### src/rtl/cntry_car_detector.sv
// Country-road car detector: synchronizes and debounces the loop sensor, queues cars, drives x.
// Optional stuck-sensor detection is enabled by defining SENSOR_STUCK_EN.
module cntry_car_detector #(
    parameter int unsigned DEBOUNCE_CYCLES = 3,
    parameter int unsigned CNT_W           = 4,
    parameter int unsigned MAX_CARS        = 15,
    parameter int unsigned DEPART_CYCLES   = 2,
    parameter int unsigned STUCK_CYCLES    = 64
) (
    input  logic             i_clk,
    input  logic             i_clr,
    input  logic             i_sensor_raw,
    input  logic [1:0]       i_cntry,
    output logic             o_x,
    output logic [CNT_W-1:0] o_car_count,
    output logic             o_overflow,
    output logic             o_sensor_fault
);

    localparam int unsigned DEB_W = $clog2(DEBOUNCE_CYCLES + 1);
    localparam int unsigned DEP_W = $clog2(DEPART_CYCLES + 1);
    localparam logic [DEB_W-1:0] DEB_LAST  = DEB_W'(DEBOUNCE_CYCLES - 1);
    localparam logic [DEP_W-1:0] DEP_LAST  = DEP_W'(DEPART_CYCLES - 1);
    localparam logic [CNT_W-1:0] CNT_MAX   = CNT_W'(MAX_CARS);
    localparam logic [1:0]       CNTRY_GRN = 2'd2;

    if (DEBOUNCE_CYCLES < 1 || DEPART_CYCLES < 1 || STUCK_CYCLES < 1 ||
        MAX_CARS > (2 ** CNT_W) - 1) begin : g_bad_params
        $error("cntry_car_detector: illegal parameter combination");
    end

    typedef enum logic [1:0] {StIdle, StWaiting, StDraining} state_e;

    logic             r_s1, r_s2;
    logic             r_filt, r_filt_d;
    logic [DEB_W-1:0] r_deb_cnt;
    logic [DEP_W-1:0] r_dep_cnt;
    logic [CNT_W-1:0] r_count;
    logic             r_ovf;
    state_e           r_state;

    logic             w_fault;
    logic             w_arrival;
    logic             w_green;
    logic             w_nonzero;
    logic             w_depart;
    logic [CNT_W-1:0] w_count_d;
    logic             w_ovf_d;
    state_e           w_state_d;

    // Sync chain and debounce filter: filtered level follows s2 only after a stable run.
    always_ff @(posedge i_clk or posedge i_clr) begin
        if (i_clr) begin
            r_s1      <= 1'b0;
            r_s2      <= 1'b0;
            r_filt    <= 1'b0;
            r_filt_d  <= 1'b0;
            r_deb_cnt <= '0;
        end else begin
            r_s1     <= i_sensor_raw;
            r_s2     <= r_s1;
            r_filt_d <= r_filt;
            if (r_s2 != r_filt) begin
                if (r_deb_cnt == DEB_LAST) begin
                    r_filt    <= r_s2;
                    r_deb_cnt <= '0;
                end else begin
                    r_deb_cnt <= r_deb_cnt + 1'b1;
                end
            end else begin
                r_deb_cnt <= '0;
            end
        end
    end

`ifdef SENSOR_STUCK_EN
    localparam int unsigned STK_W = $clog2(STUCK_CYCLES + 1);
    localparam logic [STK_W-1:0] STK_LAST = STK_W'(STUCK_CYCLES - 1);

    logic [STK_W-1:0] r_stuck_cnt;
    logic             r_fault;

    always_ff @(posedge i_clk or posedge i_clr) begin
        if (i_clr) begin
            r_stuck_cnt <= '0;
            r_fault     <= 1'b0;
        end else if (!r_filt) begin
            r_stuck_cnt <= '0;
        end else if (r_stuck_cnt == STK_LAST) begin
            r_fault <= 1'b1;
        end else begin
            r_stuck_cnt <= r_stuck_cnt + 1'b1;
        end
    end

    assign w_fault = r_fault;
`else
    assign w_fault = 1'b0;
`endif

    assign w_arrival = r_filt & ~r_filt_d & ~w_fault;
    assign w_green   = (i_cntry == CNTRY_GRN);
    assign w_nonzero = (r_count != '0);
    assign w_depart  = w_green & w_nonzero & (r_dep_cnt == DEP_LAST);

    // Partial GREEN time is discarded whenever GREEN drops or the queue empties.
    always_ff @(posedge i_clk or posedge i_clr) begin
        if (i_clr) begin
            r_dep_cnt <= '0;
        end else if (w_green && w_nonzero && !w_depart) begin
            r_dep_cnt <= r_dep_cnt + 1'b1;
        end else begin
            r_dep_cnt <= '0;
        end
    end

    always_comb begin
        w_count_d = r_count;
        w_ovf_d   = r_ovf;
        if (w_arrival && !w_depart) begin
            if (r_count == CNT_MAX) begin
                w_ovf_d = 1'b1;
            end else begin
                w_count_d = r_count + 1'b1;
            end
        end else if (w_depart && !w_arrival) begin
            w_count_d = r_count - 1'b1;
        end
    end

    always_comb begin
        w_state_d = r_state;
        unique case (r_state)
            StIdle: begin
                if (w_count_d != '0) begin
                    w_state_d = w_green ? StDraining : StWaiting;
                end
            end
            StWaiting, StDraining: begin
                if (w_count_d == '0) begin
                    w_state_d = StIdle;
                end else begin
                    w_state_d = w_green ? StDraining : StWaiting;
                end
            end
            default: w_state_d = StIdle;
        endcase
    end

    always_ff @(posedge i_clk or posedge i_clr) begin
        if (i_clr) begin
            r_count <= '0;
            r_ovf   <= 1'b0;
            r_state <= StIdle;
        end else begin
            r_count <= w_count_d;
            r_ovf   <= w_ovf_d;
            r_state <= w_state_d;
        end
    end

    assign o_x            = (r_state != StIdle);
    assign o_car_count    = r_count;
    assign o_overflow     = r_ovf;
    assign o_sensor_fault = w_fault;

endmodule

### config.mk
export PLATFORM = sky130hd
export DESIGN_NAME = cntry_car_detector
export DESIGN_NICKNAME = d
export VERILOG_FILES = /design/src/rtl/cntry_car_detector.sv
export SDC_FILE = /design/constraint.sdc
export NUM_CORES = 1
export LEC_CHECK = 0
export BUFFER_PORTS_ARGS = -buffer_cell sky130_fd_sc_hd__buf_2
export CAP_MARGIN = 20
export CELL_PAD_IN_SITES_DETAIL_PLACEMENT = 2
export CELL_PAD_IN_SITES_GLOBAL_PLACEMENT = 2
export CORE_MARGIN = 4
export CORE_UTILIZATION = 37
export CTS_CLUSTER_DIAMETER = 120
export DETAILED_ROUTE_END_ITERATION = 16
export GPL_ROUTABILITY_DRIVEN = 0
export PLACE_DENSITY = 0.87
export SLEW_MARGIN = 20
export SYNTH_ARGS = -nofsm -noshare
export SYNTH_HDL_FRONTEND = slang
export SYNTH_SLANG_ARGS = --single-unit
### constraint.sdc
create_clock -name i_clk -period 4.64 [get_ports i_clk]
set_input_delay 0.928 -clock i_clk [delete_from_list [all_inputs] [get_ports i_clk]]
set_output_delay 0.928 -clock i_clk [all_outputs]
set_load 0.01 [all_outputs]
# ---- Word level (Yosys, flattened, before mapping)
# Index checks and enable logic that the tools add are counted.
dict set report classes {
  n_reduce_logical 14
  addsub 4
  bitwise_logic 4
  eq_ne 8
  mux 10
}
# operator count
set op_table {}
lappend op_table {{two-way mux 2 bit} 6}
lappend op_table {{two-way mux 4 bit} 3}
lappend op_table {{nonzero test 4 bit} 2}
lappend op_table {{equality test 2 bit, second input constant} 3}
lappend op_table {{adder 2 x 1 -> 2 bit, second input constant} 2}
lappend op_table {{adder 4 x 1 -> 4 bit, second input constant} 1}
lappend op_table {{equality test 2 x 1 -> 1 bit, second input constant} 2}
lappend op_table {{equality test 4 bit, second input constant} 1}
lappend op_table {{logical AND 1 bit} 4}
lappend op_table {{logical NOT 4 bit} 1}
lappend op_table {{case mux 2 bit (2 select lines)} 1}
lappend op_table {{AND reduction 2 bit} 2}
lappend op_table {{subtractor 4 x 1 -> 4 bit, second input constant} 1}
lappend op_table {{bitwise AND 1 bit} 3}
lappend op_table {{logical NOT 1 bit} 2}
lappend op_table {{logical NOT 2 bit} 1}
lappend op_table {{inequality test 2 bit, second input constant} 1}
lappend op_table {{nonzero test 2 bit} 1}
lappend op_table {{OR reduction 2 bit} 1}
lappend op_table {{inequality test 1 bit} 1}
lappend op_table {{inverter 1 bit} 1}
dict set report word_totals {
  ff_bits 15
  word_cells 49
  input_bits 5
  out_inout_bits 7
}

# ---- Depth between registers and ports, before layout
dict set report depth {
  word_depth 9
  ltp_mapped 8
  ltp_nobuf 8
}

# ---- Least setup slack after synthesis
# Ideal clock, no wire load.
dict set report synth_timing {
  kind {input -> register}
  startpoint {in i_cntry[0]}
  endpoint {reg r_state[1]}
  path_stages 6
  t_arrival_ps 2373
  n_path_buf 0
  required_time_ps 4571
  slack_ps 2198
  setup_ps 69
  cell_sequence {nand3b_1 -> o21ai_2 -> or3b_1 -> a31o_2 -> or4_1 -> nand3_1}
}
dict set report synth_via {
  elab_chain_cells 9
  word_cells_on_any_way 15
  cone_classes {eq/ne: 2; mux: 6; bitwise: 2; reduce/logical: 5}
}
# item line_no
set synth_rtl {}
lappend synth_rtl {{start: declaration} 13} ;# input logic [1:0] i_cntry,
lappend synth_rtl {{equality test 2 bit *} 102} ;# assign w_green = (i_cntry == CNTRY_GRN);
lappend synth_rtl {{bitwise AND 1 bit * (2 in a row)} 104} ;# assign w_depart = w_green & w_nonzero & (r_dep_cnt == DEP_LAST);
lappend synth_rtl {{logical AND 1 bit / logical NOT 1 bit (equally long branches)} {126, 120}}
lappend synth_rtl {{two-way mux 4 bit / logical AND 1 bit (equally long branches)} {126, 120}}
lappend synth_rtl {{two-way mux 4 bit *} 120} ;# if (w_arrival && !w_depart) begin
lappend synth_rtl {{via w_count_d[2]} 47} ;# logic [CNT_W-1:0] w_count_d;
lappend synth_rtl {{logical NOT 4 bit} 140} ;# if (w_count_d == '0) begin
lappend synth_rtl {{two-way mux 2 bit} 140}
lappend synth_rtl {{case mux 2 bit (2 select lines)} 133} ;# unique case (r_state)
lappend synth_rtl {{end signal: assignment} 154} ;# r_state <= StIdle;
lappend synth_rtl {{end signal: assignment} 158} ;# r_state <= w_state_d;
lappend synth_rtl {{end: declaration} 40} ;# state_e r_state;
# Mark *: on every way through the listed nets, which the timed path passes. The rest lies on a longest branch. The select of a mux whose other input is x is not followed.
# A chain may end at the register's enable or synchronous reset.

# ---- Worst setup path after layout
dict set report layout_timing {
  startpoint {reg r_count[0] (netlist: o_car_count[0])}
  endpoint {reg r_state[0]}
}
dict set report layout_via {
  elab_chain_cells 9
  word_cells_on_any_way 17
  cone_classes {add/sub: 2; eq/ne: 2; mux: 5; bitwise: 2; reduce/logical: 6}
}
# item line_no
set layout_rtl {}
lappend layout_rtl {{start: declaration} 38} ;# logic [CNT_W-1:0] r_count;
lappend layout_rtl {{start signal: assignment} 156} ;# r_count <= w_count_d;
lappend layout_rtl {{nonzero test 4 bit} 103} ;# assign w_nonzero = (r_count != '0);
lappend layout_rtl {{bitwise AND 1 bit (2 in a row)} 104}
lappend layout_rtl {{logical AND 1 bit / logical NOT 1 bit (equally long branches)} {126, 120}}
lappend layout_rtl {{two-way mux 4 bit / logical AND 1 bit (equally long branches)} {126, 120}}
lappend layout_rtl {{two-way mux 4 bit *} 120}
lappend layout_rtl {{logical NOT 4 bit} 140}
lappend layout_rtl {{two-way mux 2 bit} 140}
lappend layout_rtl {{case mux 2 bit (2 select lines)} 133}
# Mark *: on every way between the ends. The rest lies on a longest branch, timed or not.

==> impl_metrics.ini <==
[status]
status = finished clean

[cts]
clockRootBuffer = clkbuf_4
cts_made_buffers = 3
insertion_delay_ns = 0.29
post_cts_resized = 0
hold_buffers = 0
clock_path_buffers = 2
cts_setup_buffers = 0
cts_tree = built
clk_transition_reported_paths_ns = 0.09
clock-sinks = 15
htreeDepth = 1

[yosys]
yosysUniqueCellTypes = 34
syn-cell-area_um2 = 841
synth_nets = 92
syn_area_per_cell_um2 = 10.3
synthFlopType = dfrtp_1
synthTopCellsByArea = dfrtp_1 (45%), ha_1 (7.4%), o211ai_1 (5.4%)
yosys.cell_count.top_type = dfrtp_1
synth-edff-count = 0
yosysWarnings = 0
ys_async_sr_fraction_pct = 100
synth_commonest_cells = dfrtp_1 (15), inv_1 (7), o211ai_1 (6), ha_1 (5), nor3_1 (5)
synth_top_area_cell = dfrtp_1
synthCells = 82
ys_seq_area_share_pct = 44.6
synth-seq-cells = 15
synth_top_area_share_pct = 44.6

[timing]
finalHoldViolations = 0
setup-violations-final = 0
fin_skew_ns = 0.00848
finalSetupTns_ns = 0
slew_headroom_pct = 54.7
rsz0062_at_grt = false
finalCritPeriodShare_pct = 58.1
fmax_mhz = 371
tightest_slew_ns = 0.678
min_period_ns = 2.70
slew_violations = 0

[global_routing]
grt_first_pass_wirelength_um = 3750
antenna_found_initial = 0
globalRouteOverflowTotal = 0
grt_pass1_vias = 795
grt_max_degree = 16
grt_usage_pct = 15.1

[worst_setup_path]
end_kind = flop
cp.arrival_ns = 2.87
cp.required_ns = 4.81
slowest_stage = o32ai_1
ff2ff_setup_slack_ns = 1.94
crit_fanout = 9
cp_slowest_stage_delay_ns = 0.63
path_delay_family = simple AND/OR/NAND/NOR gates
worstSetupPathType = flop to flop
crit_chain = inv_1, ha_1, nor3b_4, o211ai_1, nor4b_1, o32ai_1, or4_1, nand3_1
cp-start-kind = flop
critPathBufInv = 1

[route]
wl_per_cell_um = 18.0
drc = 0
drtIter0Drc = 3
antenna_left = 0
viasPerCell = 5.76
wirelength_um = 2200
dr.pass1.iters = 4
vias = 703

[floorplan]
initial_core_util_pct = 40.8
die_w_um = 55.7
num_rows = 16
core_um2 = 2060
dieArea_um2 = 3100
io_pins = 12
die_h_um = 55.7

[layout]
n_fill_cell = 227
area_growth_pct = 12.2
drive_gt1_share_pct = 18.9
layout.nets = 106
antenna_cells = 0

[placed_design]
portBuffers = 10
dp_hpwl_um = 1700

[job]
cap_violations = 0

[power]
switching_share_pct = 44.7
seqPwrFrac_pct = 41.2
peakVddDrop_v = 0.000249
combPwrFrac_pct = 46.3
power.density_nw_per_um2 = 642
finalPower_mw = 0.605
clock_power_share_pct = 12.5
p_int_mw = 0.335
leakage_nw = 0.412
switchingPower_mw = 0.271

[worst_hold_path]
min_path_type = flop to flop
routing by layer:
metal	part of all wire [%]	GRT usage, %	wire [µm]
met4	1.0	5.21	23
met2	50	27.4	1110
met3	4.4	1.62	96
met1	44	18.2	969
met5	0	0	0
kinds of logic (layout without fill, tap and decap cells):
group                      Yosys count  count (layout)  synth area share (%)
AOI/OAI and AO/OA                   18              18                  15.2
xor gates and xnor gates             2               2                  2.08
adders and majority gates            5               5                  7.44
buffers and inverters                8              21                  4.02
DFF                                 15              15                  44.6
muxes                                1               1                  1.34
other                                1               1                 0.446
and+or+nand+nor                     32              32                  24.9
registers in the layout, indices dropped and copies added, names as in the netlist:
signal,flops
o_car_count,4
r_deb_cnt,2
r_dep_cnt,2
r_state,2
o_overflow,1
r_filt,1
r_filt_d,1
r_s1,1
r_s2,1
power by group through the flow:
stage                     Combinational (mW)  Sequential [mW]  Clock [mW]
after floorplan                        0.189            0.239           0
after global placement                 0.261            0.245           0
after detailed placement               0.281            0.251           0
after CTS                              0.284            0.249      0.0776
after global routing                   0.317            0.256      0.0854
final                                  0.280            0.249      0.0757
cells in the final DEF, fill, tap and decap left out, drive strengths merged, types with 2 or more instances in the layout:
master / instances
clkbuf: 4
xnor2: 2
inv: 7
buf: 10
ha: 5
nor3b: 2
or4: 2
nor2b: 3
nand3: 4
o21ai: 5
dfrtp: 15
nor2: 2
o211ai: 6
nor4: 4
nand2b: 2
nor3: 5
layout make-up:
class                      count  area, µm²  area share (%)
multi-input combinational     59        432            45.8
timing repair buffer          10       50.0            5.31
tap                           27       33.8            3.58
clock buffer                   4       26.3            2.79
inverter                       7       26.3            2.79
sequential                    15        375            39.8
stage by stage:
| stage | utilization [%] | hold slack (ns) | area, µm² | cells | setup slack, ns |
|---|---|---|---|---|---|
| after floorplan | - | 0.331 | 841 | 82 | 2.20 |
| after global placement | 44.5 | 0.333 | 917 | 118 | 1.97 |
| after detailed placement | 44.5 | 0.362 | 917 | 118 | 1.74 |
| after CTS | 45.8 | 0.387 | 943 | 122 | 1.94 |
| after global routing | 45.8 | 0.393 | 943 | 122 | 1.69 |
| final | 45.8 | 0.406 | 943 | 122 | 1.94 |
worst paths after layout:
| kind | start | endpoint | depth (start not counted) |
|---|---|---|---|
| worst max-delay path | o_car_count[0] | r_state[0] | 8 |
| worst min register to register | r_s1 | r_s2 | 0 |
| worst min-delay path | r_s1 | r_s2 | 0 |
| worst max register to register | o_car_count[0] | r_state[0] | 8 |
| min in group asynchronous | i_clr | r_s1 | 2 |
| max in group asynchronous | i_clr | r_deb_cnt[0] | 2 |
Power figures use the tool's default switching activity.
